$ cat src/rtl/screen_fill_engine_pkg.sv
// Shared constants, FSM encoding and VRAM address helper for the screen fill engine.
package screen_fill_engine_pkg;

    localparam int WORDS_PER_ROW = 32;
    localparam int ROWS          = 256;
    localparam int ADDR_W        = $clog2(WORDS_PER_ROW * ROWS);
    localparam int COL_W         = 5;
    localparam int ROW_W         = 8;
    localparam int DATA_W        = 16;

    typedef enum logic [1:0] {
        ST_IDLE = 2'd0,
        ST_FILL = 2'd1,
        ST_DONE = 2'd2
    } fill_state_e;

    function automatic logic [ADDR_W-1:0] vram_addr(input logic [ROW_W-1:0] row,
                                                    input logic [COL_W-1:0] col);
        return ADDR_W'(row) * ADDR_W'(WORDS_PER_ROW) + ADDR_W'(col);
    endfunction

endpackage

$ cat src/rtl/screen_fill_engine_fill_rect_counter.sv
// Row/column walker over an inclusive rectangle; latches its bounds on load.
module fill_rect_counter
    import screen_fill_engine_pkg::*;
(
    input  logic             clk,
    input  logic             load_i,
    input  logic             advance_i,
    input  logic [COL_W-1:0] x0_i,
    input  logic [COL_W-1:0] x1_i,
    input  logic [ROW_W-1:0] y0_i,
    input  logic [ROW_W-1:0] y1_i,
    output logic [ROW_W-1:0] row_o,
    output logic [COL_W-1:0] col_o,
    output logic             last_o
);

    logic [ROW_W-1:0] row_q, row_d;
    logic [COL_W-1:0] col_q, col_d;
    logic [COL_W-1:0] x0_q, x0_d;
    logic [COL_W-1:0] x1_q, x1_d;
    logic [ROW_W-1:0] y1_q, y1_d;

    assign last_o = (row_q == y1_q) && (col_q == x1_q);
    assign row_o  = row_q;
    assign col_o  = col_q;

    always_comb begin
        row_d = row_q;
        col_d = col_q;
        x0_d  = x0_q;
        x1_d  = x1_q;
        y1_d  = y1_q;
        if (load_i) begin
            row_d = y0_i;
            col_d = x0_i;
            x0_d  = x0_i;
            x1_d  = x1_i;
            y1_d  = y1_i;
        end else if (advance_i && !last_o) begin
            // The final cell leaves the counters parked so nothing wraps past y1/x1.
            if (col_q == x1_q) begin
                col_d = x0_q;
                row_d = row_q + 8'd1;
            end else begin
                col_d = col_q + 5'd1;
            end
        end
    end

    always_ff @(posedge clk) begin
        row_q <= row_d;
        col_q <= col_d;
        x0_q  <= x0_d;
        x1_q  <= x1_d;
        y1_q  <= y1_d;
    end

endmodule

$ cat src/rtl/screen_fill_engine.sv
// Owns the VRAM write port: CPU stores take priority, the rectangle filler uses idle cycles.
module screen_fill_engine
    import screen_fill_engine_pkg::*;
(
    input  logic              clk,
    input  logic              reset,
    input  logic [15:0]       cpu_in,
    input  logic              cpu_load,
    input  logic [ADDR_W-1:0] cpu_address,
    input  logic              start,
    input  logic [15:0]       pattern,
    input  logic              invert_odd,
    input  logic [4:0]        x0,
    input  logic [4:0]        x1,
    input  logic [7:0]        y0,
    input  logic [7:0]        y1,
    output logic              busy,
    output logic              done,
    output logic [15:0]       screen_in,
    output logic              screen_load,
    output logic [ADDR_W-1:0] screen_address
);

    fill_state_e state_q, state_d;

    logic [15:0]       pattern_q, pattern_d;
    logic              invert_q, invert_d;
    logic              cnt_load, cnt_adv, cnt_last;
    logic [ROW_W-1:0]  row;
    logic [COL_W-1:0]  col;

    logic              wr_en;
    logic [15:0]       wr_data;
    logic [ADDR_W-1:0] wr_addr;

    logic [15:0]       screen_in_q;
    logic              screen_load_q;
    logic [ADDR_W-1:0] screen_address_q;

    fill_rect_counter u_counter (
        .clk       (clk),
        .load_i    (cnt_load),
        .advance_i (cnt_adv),
        .x0_i      (x0),
        .x1_i      (x1),
        .y0_i      (y0),
        .y1_i      (y1),
        .row_o     (row),
        .col_o     (col),
        .last_o    (cnt_last)
    );

    always_comb begin
        state_d   = state_q;
        cnt_load  = 1'b0;
        cnt_adv   = 1'b0;
        pattern_d = pattern_q;
        invert_d  = invert_q;
        case (state_q)
            ST_IDLE: begin
                if (start) begin
                    cnt_load  = 1'b1;
                    pattern_d = pattern;
                    invert_d  = invert_odd;
                    state_d   = ((x1 < x0) || (y1 < y0)) ? ST_DONE : ST_FILL;
                end
            end
            ST_FILL: begin
                if (!cpu_load) begin
                    cnt_adv = 1'b1;
                    if (cnt_last) begin
                        state_d = ST_DONE;
                    end
                end
            end
            ST_DONE: state_d = ST_IDLE;
            default: state_d = ST_IDLE;
        endcase
    end

    // Write arbitration: a CPU store preempts the engine, which simply holds its position.
    always_comb begin
        wr_en   = 1'b0;
        wr_data = cpu_in;
        wr_addr = cpu_address;
        if (cpu_load) begin
            wr_en = 1'b1;
        end else if (state_q == ST_FILL) begin
            wr_en   = 1'b1;
            wr_data = (invert_q && row[0]) ? ~pattern_q : pattern_q;
            wr_addr = vram_addr(row, col);
        end
    end

    always_ff @(posedge clk) begin
        pattern_q <= pattern_d;
        invert_q  <= invert_d;
        if (reset) begin
            state_q          <= ST_IDLE;
            screen_load_q    <= 1'b0;
            screen_in_q      <= 16'd0;
            screen_address_q <= '0;
        end else begin
            state_q       <= state_d;
            screen_load_q <= wr_en;
            if (wr_en) begin
                screen_in_q      <= wr_data;
                screen_address_q <= wr_addr;
            end
        end
    end

    assign busy           = (state_q == ST_FILL);
    assign done           = (state_q == ST_DONE);
    assign screen_in      = screen_in_q;
    assign screen_load    = screen_load_q;
    assign screen_address = screen_address_q;

endmodule

$ cat config.mk
export PLATFORM = sky130hd
export DESIGN_NAME = screen_fill_engine
export DESIGN_NICKNAME = d
export VERILOG_FILES = /design/src/rtl/screen_fill_engine_pkg.sv /design/src/rtl/screen_fill_engine_fill_rect_counter.sv /design/src/rtl/screen_fill_engine.sv
export SDC_FILE = /design/constraint.sdc
export NUM_CORES = 1
export LEC_CHECK = 0
export ABC_AREA = 1
export CAP_MARGIN = 15
export CORE_ASPECT_RATIO = 1.1
export CORE_MARGIN = 3
export CORE_UTILIZATION = 48
export DETAILED_ROUTE_END_ITERATION = 10
export PLACE_DENSITY = 0.87
export SETUP_SLACK_MARGIN = 0.1
export SLEW_MARGIN = 20
export SYNTH_ARGS = -nofsm -noshare
export SYNTH_HDL_FRONTEND = slang
export SYNTH_SLANG_ARGS = --single-unit
$ cat constraint.sdc
create_clock -name clk -period 2.16 [get_ports clk]
set_input_delay 0.432 -clock clk [delete_from_list [all_inputs] [get_ports clk]]
set_output_delay 0.432 -clock clk [all_outputs]
set_load 0.005 [all_outputs]
# [After elaboration in Yosys (flattened, before gate mapping)]
# Cells that the tools add are included.
[classes] n_bitwise=1 n_reduce_logical=11 n_mux=22 n_addsub=3 n_eq_ne=7 n_lt_le_gt_ge=2
[ops] cell="$mux 16" n=3
[ops] cell="$mux 13" n=2
[ops] cell="$mux 8" n=3
[ops] cell="$not 16->16" n=1
[ops] cell="$mux 5" n=3
[ops] cell="$add 13x5->13" n=1
[ops] cell="$add 8x1->8 const B" n=1
[ops] cell="$eq 8x8->1" n=1
[ops] cell="$lt 8x8->1" n=1
[ops] cell="$mux 2" n=4
[ops] cell="$mux 1" n=6
[ops] cell="$add 5x1->5 const B" n=1
[ops] cell="$eq 5x5->1" n=1
[ops] cell="$lt 5x5->1" n=1
[ops] cell="$ne 2x2->1 const B" n=2
[ops] cell="$pmux 2 s2" n=1
[ops] cell="$reduce_and 2->1" n=2
[ops] cell="$reduce_bool 2->1" n=2
[ops] cell="$logic_and 1x1->1" n=3
[ops] cell="$reduce_and 3->1" n=1
[ops] cell="$eq 2x1->1 const B" n=1
[ops] cell="$eq 2x2->1 const B" n=1
[ops] cell="$logic_not 2->1" n=1
[ops] cell="$ne 2x1->1 const B" n=1
[ops] cell="2 further kinds" n=2
[word_totals] wordCells=57 register_bits=80 out_inout_bits=32

# [Depth between registers and ports, before layout]
[logic_depth] word_depth=6 ltp_mapped=12 depth_no_buf=12

# [Hierarchy]
# A second synthesis with hierarchy kept.
[hier_totals] hier_cells=466 area_unflattened_um2=4116.4
[modules_own_cells] module="screen_fill_engine" n_inst=1 cells_per_inst=285 seq_area_each_um2=1151.1 area_each_um2=2467.4
[modules_own_cells] module="fill_rect_counter" n_inst=1 cells_per_inst=181 seq_area_each_um2=930.9 area_each_um2=1649.1

# [Worst setup path after synthesis]
# OpenSTA, ideal clock, no wires.
[synth_timing] path_type="flip-flop to flip-flop" from="reg state_q[1]" to="reg u_counter.col_q[0], in the netlist u_counter.col_o[0] (data pin)" path_slack_ns=0.424 arrival_ns=1.447 setup_ns=0.289 path_stages_with_launch=6 period_less_slack_ns=1.736 path_cell_list="dfxtp_1 > nor2_1 > inv_2 > nor2_2 > buf_2 > a22oi_1"
[synth_between] elab_chain_cells=3
[synth_rtl] element="from (decl)" line_no="screen_fill_engine.sv:24" text="fill_state_e state_q, state_d;"
[synth_rtl] element="from (signal assigned)" line_no="screen_fill_engine.sv:104" text="state_q <= state_d;"
[synth_rtl] element="$logic_not 2->1" line_no="screen_fill_engine.sv:59" text="case (state_q)"
[synth_rtl] element="$mux 1" line_no="screen_fill_engine.sv:59"
[synth_rtl] element="named net cnt_load" line_no="screen_fill_engine.sv:28" text="logic cnt_load, cnt_adv, cnt_last;"
[synth_rtl] element="$mux 5" line_no="screen_fill_engine_fill_rect_counter.sv:33" text="if (load_i) begin"
[synth_rtl] element="named net u_counter.col_d[0]" line_no="screen_fill_engine_fill_rect_counter.sv:18" text="logic [COL_W-1:0] col_q, col_d;"
[synth_rtl] element="to (signal assigned)" line_no="screen_fill_engine_fill_rect_counter.sv:52" text="col_q <= col_d;"
[synth_rtl] element="to (decl)" line_no="screen_fill_engine_fill_rect_counter.sv:18"
# The timed path passes the listed nets, and every way through them passes these cells.
# A chain may end at the register's enable or synchronous reset.

# [Final worst setup path]
[layout_timing] from="reg state_q[1]" to="out done"
[layout_between] elab_chain_cells=1
[layout_rtl] element="$eq 2x2->1" line_no="screen_fill_engine.sv:114" text="assign done = (state_q == ST_DONE);"
[layout_rtl] element="to (decl)" line_no="screen_fill_engine.sv:18" text="output logic done,"
# No other way between the ends.

==> summary.txt <==
Power and ir drop
  – P_leak: 0.00225 uW
  – Sw Ratio: 28.9%
  – NetSw: 1090 uW
  – VDD IR-drop max: 0.293 mV
  – PD cells: 716 nW/um^2
  – Int Power: 2690 uW
  – Clock power share: 26.5%
  – Combinational Power Share: 22.5%
  – Flop pwr share: 51.0%
  – Design Power: 3780 uW

Drt
  – Drt initial violations: 181
  – Met1 WL: 3910 um
  – Vias: 3271
  – WL/cell: 13.6 um
  – Total Wirelength: 9110 um
  – Met3 Wirelength: 608 um
  – Top Layer Used: met4
  – Antenna viol nets, final: 0
  – Met2 WL: 4520 um
  – # DRC: 0
  – Total iterations of the first detailed-routing run: 4
  – Post-DR vias/cell: 4.87

Flow run
  – Max Cap Viol: 0

Floorplan
  – Initial Util: 51.0%
  – I/O Pins: 108
  – Die X: 92.2 um
  – Core Area: 7680 um^2
  – Die footprint: 9290 um^2
  – Row count: 33
  – DIE HEIGHT: 101 um

Finish
  – Area growth from synthesis to layout: 34.8%
  – Antenna fix cells: 0
  – FILL cells: 600
  – Nets: 651
  – Share of post-route cells with drive strength above 1: 7.23%
  – Post-layout util: 68.8%
  – Layout Cell Area excl Fill: 5280 um^2

Outcome
  – Status: completed

GRT
  – Initial antenna violation count: 0
  – Largest net degree at the start of global routing: 32
  – First-pass GRT wire length: 14500 um
  – GRT Total Usage: 19.9%
  – Overflow after GRT: 0
  – Vias in the first global route: 3161

Setup path
  – Buf/Inv on CP: 2
  – Worst EP arrival: 1.48 ns
  – Endpoint type of the worst setup path: output pin
  – Max stage delay on crit path: 0.56 ns
  – Slowest-stage cell, CP: clkdlybuf4s50_1
  – Critical path required time: 1.73 ns
  – Top cell family by delay on the critical path: buffers and inverters
  – Startpoint types: register
  – Crit Path Max Fanout: 3
  – Crit-path cells: inv_1, nor2_1, clkdlybuf4s50_1
  – Setup CP Type: reg -> out

STA
  – Slew at the pin closest to its max-slew limit: 0.549 ns
  – Max_slew headroom: 63.4%
  – Setup TNS: 0 ns
  – Final worst path period need: 1.91 ns
  – Clk_skew: 0.0103 ns
  – RSZ-0062 raised after global routing: false
  – Ratio of final minimum period to clock period: 88.6%
  – Max Clk Rate: 522 MHz
  – Endpoints failing setup: 0
  – Hold Violations, Final: 0
  – Final Max Tran Viols: 0
  – Crit path setup slack, layout: 0.246 ns

Yosys
  – Synth async-reset ratio: 0%
  – Syn Std Cell Area: 3920 um^2
  – Cells after Synth: 453
  – Synth Net Count: 542
  – Most common cell in the netlist: nand2_1
  – Main area contributors after synthesis: edfxtp_1, dfxtp_1, nand2_1, inv_1, xnor2_1
  – Prevailing post-synth register cell: edfxtp_1
  – FF+latch count, synth: 80
  – Post-synth EDFFs: 48
  – Synth cell count leaders: nand2_1, inv_1, edfxtp_1, dfxtp_1, nand3_1
  – Post-synthesis sequential area ratio: 53.1%
  – Synth top area share: 36.8%
  – Post-synth top area cell: edfxtp_1
  – Mapped Avg Cell Area: 8.65 um^2
  – Post-synth cell types: 30
  – Synth warn: 0

Place
  – PortBufs: 107
  – Dpl cell area: 5100 um^2
  – GPL Wtd Cong: 0.911
  – Placed wire-length estimate: 6810 um
  – Place WS: 0.140 ns

Hold path
  – Worst Hold Class: reg -> reg

CTS
  – H-tree Lvls: 3
  – Worst-Skew Late Latency: 0.35 ns
  – Post-CTS Repair Setup Buffers: 0
  – Total CTS buffers: 9
  – CTS-repair resized insts: 0
  – Clk slew on worst S/H paths: 0.09 ns
  – CTS tree: built
  – Clock Tree Buf Depth: 2
  – CTS root buf: clkbuf_8
  – CTS Sinks: 80
  – Hold_buf cts: 0
## cell usage in the layout, fill, tap and decap left out, drive strengths merged, types with 5 or more instances in the layout
cell           netlist  routed
nand3               22      22
o21ai               13      13
clkbuf               4      10
buf                 12       7
nand2              163     163
inv                 61      62
a31oi               16      16
ha                  13      13
edfxtp              48      48
xnor2               20      20
clkdlybuf4s50        0     107
nor2                22      22
a21oi                9       9
dfxtp               32      32
xor2                 5       5
## kinds of logic after synthesis
kind of cell               synth area share [%]
and+or+nand+nor                            22.1
DFF                                        53.1
buffers and inverters                      8.17
AOI/OAI and AO/OA                          6.90
xor gates and xnor gates                   5.59
adders and majority gates                  4.15
## metrics by stage
step / hold WS (ns) / instances
floorplan: 0.480 / 453
global placement: 0.473 / 656
detailed placement: 0.475 / 656
CTS: 0.490 / 672
global route: 0.516 / 672
finish: 0.490 / 672
## worst min-delay path: stages, from the launching register on
cell and delay [ns]:
dfxtp_1 0.32, nand2_1 0.06, a31oi_1 0.07
## layer usage
layer / vias to the layer above / track usage (%)
li1: 1668 / -
met1: 1474 / 24.4
met2: 125 / 34.5
met3: 4 / 4.41
met4: 0 / 7.20
met5: - / 0
## power by group through the flow
stage          sequential (uW)  combinational [uW]  clock [uW]
3_5_place_dp              1960                 847           0
5_1_grt                   1950                 945        1100
4_1_cts                   1930                 854        1020
6_report                  1930                 849        1000
3_3_place_gp              1950                 820           0
2_1_floorplan             1930                 504           0
## final timing paths
check / startpoint / endpoint / slack (ns) / cells past startpoint
hold / removal: screen_in[3] / screen_in[3] / 0.49 / 2
setup reg to reg: u_counter.col_o[0] / u_counter.row_o[6] / 0.41 / 6
hold reg to reg: screen_in[3] / screen_in[3] / 0.49 / 2
setup / recovery: state_q[1] / done / 0.25 / 3
## registers in the layout, indices dropped and copies added (netlist names)
| name | count |
|---|---|
| pattern_q | 16 |
| screen_in | 16 |
| screen_address | 13 |
| u_counter.row_o | 8 |
| u_counter.y1_q | 8 |
| u_counter.col_o | 5 |
| u_counter.x0_q | 5 |
| u_counter.x1_q | 5 |
| state_q | 2 |
| invert_q | 1 |
| screen_load | 1 |
## layout make-up
cell class | instances | area [um^2] | share of cell area (%)
well taps | 105 | 131 | 2.49
repair buffers | 114 | 1140 | 21.5
clock inverters | 6 | 43.8 | 0.829
clock buffers | 10 | 138 | 2.60
multi-input cells | 296 | 1520 | 28.8
inverters | 61 | 229 | 4.33
flip-flops and latches | 80 | 2080 | 39.4
No activity file was read; power rests on OpenSTA's default activity.
==> RTL change 1 (same settings) <==
Change the package constant `WORDS_PER_ROW` from 32 to 64.
--- a/src/rtl/screen_fill_engine_pkg.sv
+++ b/src/rtl/screen_fill_engine_pkg.sv
@@ -1,7 +1,7 @@
 // Shared constants, FSM encoding and VRAM address helper for the screen fill engine.
 package screen_fill_engine_pkg;
 
-    localparam int WORDS_PER_ROW = 32;
+    localparam int WORDS_PER_ROW = 64;
     localparam int ROWS          = 256;
     localparam int ADDR_W        = $clog2(WORDS_PER_ROW * ROWS);
     localparam int COL_W         = 5;
Ports: changed (resized cpu_address and screen_address); port bits go from 108 to 110. No check against the original RTL was run, so the function may have changed too.
==> RTL change 1 against the unedited design <==
Die area increased by 0.87%. Sequential cell count increased by 1. Hold slack got worse by 17 ps. Maximum frequency increased by 0.40%. Via count increased by 2.0%. First-iteration DRC count decreased by 30%. Wire length increased by 1.6%. Synthesized area increased by 0.93%. Core utilization decreased by 0.68 points. Register-to-register slack got worse by 90 ps. Cell area increased by 2.6%. Total power increased by 7.4%. Setup slack improved by 7.6 ps.
==> RTL change 1: results (changes against the unedited design) <==
- Vias/cell: 4.902 (+0.70%)
- WHS: 472.8 ps (-16.93 ps)
- Total Routing Usage GR: 0.2077 (+0.008825)
- Register area share after synthesis: 0.5315 (about the same)
- Post-synthesis async set-or-reset flop share: 0 (unchanged)
- Peak supply drop: 394.4 uV (+34%)
- Largest cells by area after synthesis: edfxtp_1, dfxtp_1, nand2_1
- First DRT Iteration DRCs: 127 (-30%)
- Worst hold path type: register to register
- I/O Buffers: 109 (+1.9%)
- Inst Count DP: 665 (+1.4%)
- Detail Placement HPWL: 6.920 mm (+1.6%)
- # nets final: 658 (+1.1%)
- Worst R2R Setup Slack: 320 ps (-90 ps)
- Vias post-DR: 3338 (+2.0%)
- Synth Warn #: 0 (unchanged)
- RR Endpoint: u_counter.row_o[4]$_DFFE_PP_
- Arr. time, crit path: 1470 ps
- First-pass GRT wire length: 15.46 mm (+6.5%)
- Final WL: 9.254 mm (+1.6%)
- PostCTS Resize Cnt: 0 (unchanged)
- Synth cell types: 28 (-6.7%)
- Layout fillers: 631 (+5.2%)
- Share of layout cells above drive strength 1: 0.05759 (-0.01472)
- Synthesized Nets: 548 (+1.1%)
- Pin count of the biggest net entering global routing: 33 (+3.1%)
- Reg2reg start: u_counter.row_o[0]$_DFFE_PP_
- Top cells by count, synth: nand2_1, inv_1, edfxtp_1
- LEAKAGE: 2.314 nW (+2.6%)
- Hold_sp: screen_address[5]$_SDFFE_PP0P_
- Clock Latency Late Sink: 350 ps (about the same)
- Clock root cell: clkbuf_8
- Worst Reg2Reg Path Length in Cells: 9 (+3)
- Post-CTS Setup Bufs: 0 (unchanged)
- Max FO, Critical Path: 3 (unchanged)
- Most used DFF post-synth: edfxtp_1
- Setup Skew: 10.19 ps (-0.07690 ps)
- TritonCTS Buffers: 9 (unchanged)
- Mean Syn Cell Area: 8.635 sq um (-0.18%)
- Slew @ Worst Pin: 520.4 ps (-28.51 ps)
- Hold EP: screen_address[5]$_SDFFE_PP0P_
- Pre-Repair DR Iteration Count: 5 (+1)
- Gpl congestion: 0.8624 (-5.3%)
- Status: finished clean
RTL change 1: cell types whose count changed after synthesis, sizes merged:
cell | before | now
clkbuf | 4 | 7
a21oi | 9 | 10
dfxtp | 32 | 33
nand2 | 163 | 165
buf | 12 | 10
RTL change 1: layout make-up:
class / instances / area share
sequential: 81 / 0.3879
multi-input combinational: 299 / 0.2840
timing repair buffer: 116 / 0.2180
inverter: 61 / 0.04225
clock buffer: 11 / 0.03209
tap: 108 / 0.02494
clock inverter: 5 / 0.01085
RTL change 1: worst max path at each step:
stage / startpoint / end / slack [ps]
3_3_place_gp: x0[4] / state_q[0]$_SDFFE_PP0P_ / 210
3_5_place_dp: y0[1] / state_q[0]$_SDFFE_PP0P_ / 120
5_1_grt: state_q[1]$_SDFFE_PP0P_ / done / 110
2_1_floorplan: state_q[1]$_SDFFE_PP0P_ / u_counter.col_o[0]$_DFFE_PP_ / 500
4_1_cts: state_q[0]$_SDFFE_PP0P_ / busy / 240
6_report: state_q[1]$_SDFFE_PP0P_ / done / 250
RTL change 1: cell families (layout without fill, tap and decap cells):
| kind of cell | after synthesis | count (layout) | share of synthesized area |
|---|---|---|---|
| xor+xnor | 25 | 25 | 0.05536 |
| simple gates | 214 | 214 | 0.2233 |
| buf+inv | 78 | 193 | 0.08004 |
| compound gates | 47 | 47 | 0.06865 |
| fa+ha+maj | 13 | 13 | 0.04113 |
| flops | 81 | 81 | 0.5315 |
RTL change 1: where the power goes:
group	internal [W]	total (W)	switching, W
Clock	0.000675	0.00124	0.000564
Sequential	0.00183	0.00195	0.000113
Combinational	0.000439	0.000874	0.000434
RTL change 1: through the flow:
stage          utilization  setup WS [ps]  instance area (sq um)
3_5_place_dp        0.6519          115.9                   5186
6_report            0.6812          253.6                   5419
3_3_place_gp        0.6519          206.7                   5186
2_1_floorplan            -          504.3                   3955
5_1_grt             0.6812          110.0                   5419
4_1_cts             0.6812          239.4                   5419
RTL change 1: routing by layer:
| layer | global-route usage | vias up | wire length [um] |
|---|---|---|---|
| li1 | - | 1686 | - |
| met1 | 0.2465 | 1531 | 3746 |
| met2 | 0.3750 | 113 | 4780 |
| met3 | 0.05275 | 8 | 644 |
| met4 | 0.05714 | 0 | 83 |
| met5 | 0 | - | 0 |
RTL change 1: critical path, cell delays in order (launching register included):
cell	delay, ps
dfxtp_1	390
inv_1	70
nor2_1	110
clkdlybuf4s50_1	560
==> RTL change 2 (config.mk and constraints unchanged) <==
Without the edit above. The 3 states of `fill_state_e` get a one-hot encoding in 3 bits.
--- a/src/rtl/screen_fill_engine_pkg.sv
+++ b/src/rtl/screen_fill_engine_pkg.sv
@@ -8,10 +8,10 @@
     localparam int ROW_W         = 8;
     localparam int DATA_W        = 16;
 
-    typedef enum logic [1:0] {
-        ST_IDLE = 2'd0,
-        ST_FILL = 2'd1,
-        ST_DONE = 2'd2
+    typedef enum logic [2:0] {
+        ST_IDLE = 3'b001,
+        ST_FILL = 3'b010,
+        ST_DONE = 3'b100
     } fill_state_e;
 
     function automatic logic [ADDR_W-1:0] vram_addr(input logic [ROW_W-1:0] row,
Behaviour: no difference found for any inputs over 4 cycles, from zero or initial values and one cycle with reset high; so few cycles prove little.
==> RTL change 2 against the unedited design <==
Total power rose by 35%. Highest routed layer unchanged. Largest power group unchanged. Sequential cell count rose by 1. Setup slack lost 32 ps. Synthesized area grew 4.9%. Cell area up 4.3%. Clock power is 20% higher. Wire length up 8.4%. Hold slack better by 73 ps.
==> RTL change 2: results (changes against the unedited design) <==
- Status: finished clean
- Setup Skew: 12.08 ps (+1.806 ps)
- Synth Instances: 466 (+2.9%)
- RR Endpoint: u_counter.row_o[3]$_DFFE_PP_
- Pin count of the biggest net entering global routing: 30 (-6.3%)
- Fin util: 0.6780 (-0.009999)
- Hold EP: screen_address[8]$_SDFFE_PP0P_
- First DRT Iteration DRCs: 140 (-23%)
- Detail Placement HPWL: 7.429 mm (+9.0%)
- Worst R2R Setup Slack: 310 ps (-100 ps)
- Placement Cell Area: 5276 sq um (+3.4%)
- Final cell count without fillers: 691 (+2.8%)
- Met2 Wirelength: 4.926 mm (+8.9%)
- Arr. time, crit path: 1510 ps (+30 ps)
- Max FO, Critical Path: 2 (-1)
- Share of layout cells above drive strength 1: 0.08748 (+0.01517)
- Synthesized Nets: 555 (+2.4%)
- Synth cell types: 28 (-6.7%)
- First-pass GRT wire length: 15.67 mm (+7.9%)
- Largest cells by area after synthesis: edfxtp_1, dfxtp_1, nand2_1
- Total Routing Usage GR: 0.2100 (+0.01109)
- Worst Reg2Reg Path Length in Cells: 5 (-1)
- I/O Buffers: 107 (unchanged)
- Peak supply drop: 499.3 uV (+70%)
- Final WL: 9.875 mm (+8.4%)
- Top cells by count, synth: nand2_1, inv_1, edfxtp_1
- Reg clk slew, reported paths: 80 ps
- Top cell family by delay on the critical path: buffers and inverters
- Met2 usage: 0.3794 (+0.03442)
- Register area share after synthesis: 0.5113 (-0.02003)
- Met1 wire length: 4.139 mm (+6.0%)
- Post-synthesis async set-or-reset flop share: 0 (unchanged)
- Reg2reg start: u_counter.col_o[2]$_DFFE_PP_
- Post-CTS Setup Bufs: 0 (unchanged)
- Hold_sp: screen_address[8]$_SDFFE_PP0P_
- # nets final: 667 (+2.5%)
- Grt met1 use: 0.2383 (-0.005998)
- GR Util met3: 0.06423 (+0.02017)
- Crit. Startpoint: state_q[2]$_SDFFE_PP0P_
- Inst Count DP: 675 (+2.9%)
- LEAKAGE: 2.540 nW (+13%)
- Vias post-DR: 3413 (+4.3%)
- Setup WS pre-CTS: 142.8 ps (+3.142 ps)
- Fmax: 0.5138 GHz (-1.7%)
- Met3 WL: 750 um (+23%)
- Gpl congestion: 0.8671 (-4.8%)
- Clock Latency Late Sink: 350 ps (about the same)
- Relative slew slack: 0.7845 (+0.1508)
- WHS Path Cells: 4 (+2)
- WHS: 563.0 ps (+73.29 ps)
- Layout fillers: 632 (+5.3%)
==> RTL change 2: final cells by class <==
type,count,share of cell area
clock buffer,11,0.02953
timing repair buffer,115,0.2103
tap,108,0.02453
clock inverter,5,0.01067
inverter,77,0.05246
multi-input combinational,294,0.2907
sequential,81,0.3818
==> RTL change 2: worst register-to-register path, cell delays in order, from the launching register on <==
cell,delay [ps]
edfxtp_1,480
xnor2_1,190
nand3_1,130
nor2_4,210
inv_1,170
o21ai_4,330
==> RTL change 2: cells by family after synthesis <==
logic type,Yosys count,synth area share
flip-flops,81,0.5113
AND/OR/NAND/NOR,207,0.2127
AO/OA/AOI/OAI,48,0.07913
adder cells (fa/ha/maj),13,0.03956
buffers and inverters,91,0.1019
XOR/XNOR,26,0.05539
==> RTL change 2: report_power, final <==
part / internal, W / total [W] / leakage (nW) / switching (W)
combinational: 0.000682 / 0.00159 / 1.70 / 0.000904
clock: 0.000641 / 0.00120 / 0.115 / 0.000558
sequential: 0.00207 / 0.00232 / 0.727 / 0.000243
